## src/rtl/iiitb_sd_sched.sv

```systemverilog
`timescale 1ns/1ps
// -----------------------------------------------------------------------------
// iiitb_sd_sched
// Round-robin scheduler that time-shares one Moore sequence-detector core
// among N_REQ serial-bitstream requesters. Each grant is one frame:
// CLR (detector cleared) -> STREAM (FRAME_LEN bits) -> DRAIN (covers the
// detector's one-cycle Moore latency) -> REPORT (done pulse with result).
//
// Ports:
//   clk        system clock, rising edge
//   reset      asynchronous, active-low reset
//   req        per-requester frame request (level, sampled only in IDLE)
//   req_din    per-requester serial data bit
//   grant      one-hot grant, held from CLR through DRAIN
//   shift      granted requester's bit is consumed this cycle
//   sd_clr     one-cycle synchronous clear pulse to the detector
//   sd_din     data bit to the detector
//   sd_y       detector Moore output
//   busy       high in every state except IDLE
//   done       one-cycle pulse, frame result valid
//   done_id    requester id of the completed frame (held until next done)
//   match_cnt  saturating match count of the completed frame (held)
//   dbg_state  current FSM state encoding, for observation only
//
// Handshake: a requester raises req and keeps it high until it sees its grant
// bit; while grant is its own and shift=1, the value on its req_din lane is
// consumed at the end of that cycle and the requester presents the next bit.
// -----------------------------------------------------------------------------
module iiitb_sd_sched #(
    parameter int N_REQ     = 4,
    parameter int FRAME_LEN = 8,
    parameter int CNT_W     = 4,
    parameter int ID_W      = 2
) (
    input  logic             clk,
    input  logic             reset,
    input  logic [N_REQ-1:0] req,
    input  logic [N_REQ-1:0] req_din,
    output logic [N_REQ-1:0] grant,
    output logic             shift,
    output logic             sd_clr,
    output logic             sd_din,
    input  logic             sd_y,
    output logic             busy,
    output logic             done,
    output logic [ID_W-1:0]  done_id,
    output logic [CNT_W-1:0] match_cnt,
    output logic [2:0]       dbg_state
);

    typedef enum logic [2:0] {
        S_IDLE   = 3'd0,
        S_CLR    = 3'd1,
        S_STREAM = 3'd2,
        S_DRAIN  = 3'd3,
        S_REPORT = 3'd4
    } state_t;

    localparam int                 BIT_W    = (FRAME_LEN > 1) ? $clog2(FRAME_LEN) : 1;
    localparam logic [BIT_W-1:0]   LAST_BIT = BIT_W'(FRAME_LEN - 1);
    localparam logic [CNT_W-1:0]   CNT_MAX  = '1;
    localparam logic [N_REQ-1:0]   GNT_ONE  = {{(N_REQ-1){1'b0}}, 1'b1};

    state_t             r_state;
    state_t             w_state_next;
    logic [N_REQ-1:0]   r_grant;
    logic [ID_W-1:0]    r_gnt_idx;
    logic [ID_W-1:0]    r_ptr;
    logic [BIT_W-1:0]   r_bit;
    logic [CNT_W-1:0]   r_cnt;
    logic [CNT_W-1:0]   w_cnt_next;
    logic               r_y_valid;
    logic               r_sd_clr;
    logic               r_busy;
    logic               r_done;
    logic [ID_W-1:0]    r_done_id;
    logic [CNT_W-1:0]   r_match_cnt;
    logic               w_shift;
    logic               w_sel_found;
    logic [ID_W-1:0]    w_sel_idx;
    logic [ID_W-1:0]    w_cand;

    // Round-robin pick: first asserted req searching from r_ptr+1 with wrap,
    // so the last-served requester is considered last.
    always_comb begin
        w_sel_found = 1'b0;
        w_sel_idx   = '0;
        w_cand      = '0;
        for (int k = 1; k <= N_REQ; k++) begin
            w_cand = ID_W'((int'(r_ptr) + k) % N_REQ);
            if (!w_sel_found && req[w_cand]) begin
                w_sel_found = 1'b1;
                w_sel_idx   = w_cand;
            end
        end
    end

    always_comb begin
        w_state_next = r_state;
        case (r_state)
            S_IDLE:   if (w_sel_found) w_state_next = S_CLR;
            S_CLR:    w_state_next = S_STREAM;
            S_STREAM: if (r_bit == LAST_BIT) w_state_next = S_DRAIN;
            S_DRAIN:  w_state_next = S_REPORT;
            S_REPORT: w_state_next = S_IDLE;
            default:  w_state_next = S_IDLE;
        endcase
    end

    // r_y_valid marks cycles where sd_y reflects a streamed bit (detector
    // output lags its input by one cycle); everything else is ignored.
    always_comb begin
        w_cnt_next = r_cnt;
        if (r_y_valid && sd_y && (r_cnt != CNT_MAX)) begin
            w_cnt_next = r_cnt + CNT_W'(1);
        end
    end

    always_ff @(posedge clk or negedge reset) begin
        if (!reset) begin
            r_state <= S_IDLE;
        end else begin
            r_state <= w_state_next;
        end
    end

    always_ff @(posedge clk or negedge reset) begin
        if (!reset) begin
            r_grant     <= '0;
            r_gnt_idx   <= '0;
            r_ptr       <= ID_W'(N_REQ - 1);
            r_bit       <= '0;
            r_cnt       <= '0;
            r_y_valid   <= 1'b0;
            r_sd_clr    <= 1'b0;
            r_busy      <= 1'b0;
            r_done      <= 1'b0;
            r_done_id   <= '0;
            r_match_cnt <= '0;
        end else begin
            r_y_valid <= w_shift;
            r_sd_clr  <= (w_state_next == S_CLR);
            r_busy    <= (w_state_next != S_IDLE);
            r_done    <= (w_state_next == S_REPORT);
            case (r_state)
                S_IDLE: begin
                    if (w_sel_found) begin
                        r_grant   <= GNT_ONE << w_sel_idx;
                        r_gnt_idx <= w_sel_idx;
                    end
                end
                S_CLR: begin
                    r_bit <= '0;
                    r_cnt <= '0;
                end
                S_STREAM: begin
                    r_bit <= r_bit + BIT_W'(1);
                    r_cnt <= w_cnt_next;
                end
                S_DRAIN: begin
                    // Last streamed bit's detector response arrives here, so the
                    // result latched for REPORT includes this cycle's sd_y.
                    r_cnt       <= w_cnt_next;
                    r_match_cnt <= w_cnt_next;
                    r_done_id   <= r_gnt_idx;
                    r_grant     <= '0;
                end
                S_REPORT: begin
                    r_ptr <= r_gnt_idx;
                end
                default: begin
                    r_grant <= '0;
                end
            endcase
        end
    end

    assign w_shift   = (r_state == S_STREAM);
    assign shift     = w_shift;
    assign sd_din    = w_shift & req_din[r_gnt_idx];
    assign grant     = r_grant;
    assign sd_clr    = r_sd_clr;
    assign busy      = r_busy;
    assign done      = r_done;
    assign done_id   = r_done_id;
    assign match_cnt = r_match_cnt;
    assign dbg_state = r_state;

endmodule

```

## config.mk

```make
export PLATFORM = sky130hd
export DESIGN_NAME = iiitb_sd_sched
export DESIGN_NICKNAME = d
export VERILOG_FILES = /design/src/rtl/iiitb_sd_sched.sv
export SDC_FILE = /design/constraint.sdc
export NUM_CORES = 1
export LEC_CHECK = 0
export CAP_MARGIN = 20
export CORE_ASPECT_RATIO = 1.4
export CORE_MARGIN = 2
export CORE_UTILIZATION = 40
export CTS_BUF_LIST = sky130_fd_sc_hd__clkbuf_8 sky130_fd_sc_hd__clkbuf_16
export DETAILED_ROUTE_END_ITERATION = 12
export GPL_TIMING_DRIVEN = 0
export MAX_ROUTING_LAYER = met4
export PLACE_DENSITY = 0.75
export SLEW_MARGIN = 0
export SYNTH_ARGS = -nofsm -noshare
export SYNTH_HDL_FRONTEND = slang
export SYNTH_SLANG_ARGS = --single-unit
```

## constraint.sdc

```tcl
create_clock -name clk -period 4.5 [get_ports clk]
set_input_delay 0.9 -clock clk [delete_from_list [all_inputs] [get_ports clk]]
set_output_delay 0.9 -clock clk [all_outputs]
set_load 0.1 [all_outputs]
```

# Yosys cells after proc, flatten, opt, wreduce, memory -nomap -nowiden
# Index checks and enable logic that the tools add are counted.
classes:
  n_addsub: 6
  order_cmp: 5
  n_eq_ne: 9
  shifts: 1
  mux: 26
  bitwise_logic: 2
  n_reduce_logical: 16
op_table:
  columns: ["op", "count"]
  rows:
  - ["one-hot mux 4 bit (2 select lines)", 2]
  - ["less-than comparator 2 x 3 -> 1 bit, second input constant", 5]
  - ["one-hot mux 3 bit (4 select lines)", 1]
  - ["binary-select mux 1 bit (select 2 bit)", 5]
  - ["equality test 3 bit, second input constant", 3]
  - ["2-to-1 mux 1 bit", 9]
  - ["2-to-1 mux 2 bit", 4]
  - ["2-to-1 mux 4 bit", 2]
  - ["equality test 3 x 1 -> 1 bit, second input constant", 2]
  - ["equality test 3 x 2 -> 1 bit, second input constant", 2]
  - ["2-to-1 mux 3 bit", 2]
  - ["one-hot mux 3 bit (2 select lines)", 1]
  - ["logical AND 1 bit", 5]
  - ["adder 2 x 1 -> 2 bit, second input constant", 2]
  - ["adder 2 bit, second input constant", 2]
  - ["adder 4 x 1 -> 4 bit, second input constant", 1]
  - ["!= test 4 bit, second input constant", 1]
  - ["AND reduction 2 bit", 2]
  - ["nonzero test 2 bit", 2]
  - ["<< shifter 1 x 2 -> 4 bit, first input constant", 1]
  - ["adder 3 x 1 -> 3 bit, second input constant", 1]
  - ["zero test 1 bit", 3]
  - ["zero test 3 bit", 1]
  - ["nonzero test 3 bit", 1]
  - ["5 further kinds", 5]
word_totals:
  register_bits: 28
  inputBits: 11
  out_inout_bits: 18
  word_cells: 77

# Logic depth before layout (Yosys ltp)
depth:
  depth_word: 16
  depth_mapped: 6
  ltp_nobuf: 5

# Worst setup path before layout
# No wires, ideal clock.
synth_timing:
  path_kind: "flip-flop to output port"
  startpoint: "reg r_state[1] (netlist: dbg_state[1])"
  endpoint: "out sd_din"
  t_arrival_ns: 3.688
  required_ns: 3.600
  slack_ns: -0.088
  path_stages_with_launch: 5
  path_buffers: 1
  path_cell_list: "dfrtp_1 buf_2 nand2b_1 nor2_1 and2_1"
synth_via:
  elab_chain_len: 2
synth_lines:
  columns: ["element", "line_no", "rtl"]
  rows:
  - ["from (decl)", "64", "state_t r_state;"]
  - ["from (signal assigned)", "123", "r_state <= w_state_next;"]
  - ["equality test 3 x 2 -> 1 bit", "178", "assign w_shift = (r_state == S_STREAM);"]
  - ["via shift", "40", "output logic shift,"]
  - ["bitwise AND 1 bit", "180", "assign sd_din = w_shift & req_din[r_gnt_idx];"]
  - ["to (decl)", "42", "output logic sd_din,"]
# The timed path passes the listed nets, and every way through them passes these cells.

# Worst setup path after layout
layout_timing:
  startpoint: "in req_din[0]"
  endpoint: "out sd_din"
layout_via:
  elab_chain_len: 3
layout_lines:
  columns: ["element", "line_no", "rtl"]
  rows:
  - ["from (decl)", "38", "input logic [N_REQ-1:0] req_din,"]
  - ["binary-select mux 1 bit (select 2 bit)", "180", null]
  - ["2-to-1 mux 1 bit (not written as such)", "180", null]
  - ["bitwise AND 1 bit", "180", null]
# No other way between the ends. The select of a mux whose other input is x is not followed.

==> run summary <==
Largest net degree at the start of global routing -> 19
Post-synthesis sequential area ratio -> 0.5297
Die ar. -> 3802 um2
Drc violations -> 0
Critical Path AT -> 2910 ps
Distinct cells, synth -> 38
RSZ-0062 raised after global routing -> false
Worst R2R End -> r_cnt[0]
Crit path max fanout -> 1
Setup Skew -> 6.522 ps
R2r startpoint -> r_cnt[0]
Clock Tree Buf Depth -> 2
Status -> finished, final reports clean
Final Hold Fails -> 0
Main combinational cell family by area after synthesis -> compound AO/OA/AOI/OAI gates
DR iter-0 viols -> 29
RD Place Congestion -> 0.7638
Postcts setup bufs -> 0
Tot GR Track Use -> 0.1643
Setup_tns -> 0 ps
Cell area after layout -> 1719 um2
Hold depth -> 2
Wirelength per Cell -> 13.84 um
CTS clk-pin slew, worst paths -> 90 ps
Root Driver -> clkbuf_8
Antenna diodes -> 0
Die X -> 52.69 um
Multi-input logic area -> 579.3 um2
Register area -> 703.2 um2
CTS Hold Buffers Added -> 0
Via/cell ratio -> 5.272
First drt pass iteration count -> 4
Synth top area cells -> dfrtp_1, dfstp_2, a22o_1
GR Overflow Total -> 0
Vias in the first global route -> 1035
P&R area growth vs syn -> 29.50%
Slew HR -> 0.3481
Setup CP Type -> in -> out
Flop-to-flop setup slack -> 2850 ps
Reg2reg path depth -> 4
Crit. End Element -> output port
Clock Latency Late Sink -> 280 ps
Commonest non-fill, non-tap cell in the layout -> clkdlybuf4s50_1
Tcrit/Tclk final -> 0.8462
Post-Syn Instances -> 119
Hold Crit Endpoint -> match_cnt[2]
F_max -> 262.6 MHz
Clock sink count -> 28
Count of pins over their slew limit -> 0
Post-route ant nets -> 0
Vias -> 1007
Layout cells sized above 1 -> 0.1250
Post-Synth Simple-Gate Area -> 0.1697
Detail Placement HPWL -> 2105 um
TritonCTS Buffers -> 3
Post-synth top area share -> 0.4901
Min Tclk post-route -> 3808 ps
CTS HTree Levels -> 1
Seq cells post-synth -> 28
Vert. Die Dim -> 72.17 um
Synth warn -> 0
Initial Utilization -> 0.4210
Async S/R FF share, synth -> 1.000
Worst setup SP type -> primary input
Rows -> 24
Global-route wire length before repair -> 4547 um
Critical Path RT -> 3600 ps
Cell taking the most area after synthesis -> dfrtp_1
Boundary Pins -> 29
Syn Nets -> 133
Multiplexer share of the synthesized area -> 0.05184
CTS tree -> built
Setup violators final -> 0
Primary FF master, synth -> dfrtp_1
Complex-gate fraction of the synthesized area -> 0.1715
I/O Buffers -> 28
Commonest non-fill, non-tap cells in the layout -> clkdlybuf4s50_1, dfrtp_1, nand2_1
Worst-margin pin slew -> 974.9 ps
Core Area -> 3153 um2
Hold Path Class -> reg -> reg
Dpl cell area -> 1674 um2
Syn_area_per_cell -> 11.16 um2
Fillers -> 286
Count of flip-flops with a built-in enable after synthesis -> 0
Worst Min Path Start -> match_cnt[2]
Cell Area, Synth -> 1328 um2
Nets@finish -> 167
# resized after CTS -> 0
XOR/XNOR Fraction of Synth Area -> 0.01320
Tightest hold margin -> 485.0 ps
Final WL -> 2644 um
Max-cap violations -> 0
Initial antenna violation count -> 0
Adder-cell share of the synthesized area -> 0.02828
[layout make-up]
cell class	count	area share
sequential	28	0.4090
multi-input combinational	81	0.3370
clock inverter	1	0.002183
timing repair buffer	29	0.1718
buffer	4	0.01456
inverter	6	0.01310
tap	39	0.02838
clock buffer	3	0.02402
[cell usage after synthesis (2+ instances only)]
cell        n
dfrtp_1    26
nand2_1    13
nor2_1      8
o21ai_0     7
a22o_1      6
inv_1       6
nand2b_1    6
a21oi_1     5
ha_1        3
nand3_1     3
o2bb2ai_1   3
buf_2       2
dfstp_2     2
mux2i_1     2
nor4_4      2
o311ai_0    2
xor2_1      2
[metrics by stage]
step                      utilization  cells  setup WS, ps
after floorplan                     -    119         470.3
after global placement         0.5262    186         727.3
after detailed placement       0.5310    187         693.8
after CTS                      0.5452    191         684.5
after global routing           0.5452    191         644.0
final                          0.5452    191         691.9
[per-layer routing]
metal  track usage  vias up  share of wire
met5             -        -              0
met4       0.06838        0          0.020
met3       0.01852        5          0.035
met2        0.2736       27           0.53
met1        0.1995      483           0.42
li1              -      492              -
[sequential cells by signal (all words and copies together) (netlist names)]
register,flops
match_cnt,4
r_cnt,4
r_y_valid,1
sd_clr,1
busy,1
dbg_state,3
r_bit,3
r_gnt_idx,2
done,1
r_ptr,2
grant,4
done_id,2
[worst max path at each step]
stage | start | cells past startpoint | slack (ps) | end
6_report | req_din[0] | 4 | 690 | sd_din
5_1_grt | req_din[3] | 4 | 640 | sd_din
4_1_cts | req_din[0] | 4 | 680 | sd_din
3_3_place_gp | req_din[3] | 4 | 730 | sd_din
2_1_floorplan | dbg_state[1] | 4 | 470 | sd_din
3_5_place_dp | req_din[0] | 4 | 690 | sd_din
[worst max-delay path: stages]
cell and delay (ps):
clkdlybuf4s50_1 420, mux4_2 460, and2_1 170, clkdlybuf4s50_1 960
[cells by family (layout without fill, tap and decap cells)]
kind of cell,count (synthesis),in the layout
buffers and inverters,10,43
adder cells (fa/ha/maj),3,3
XOR/XNOR,2,2
multiplexers,5,5
flip-flops,28,28
AO/OA/AOI/OAI,31,31
AND/OR/NAND/NOR,40,40
Power is not shown: default switching activity piles up to over one toggle a cycle in this logic, so the estimate is an artifact.
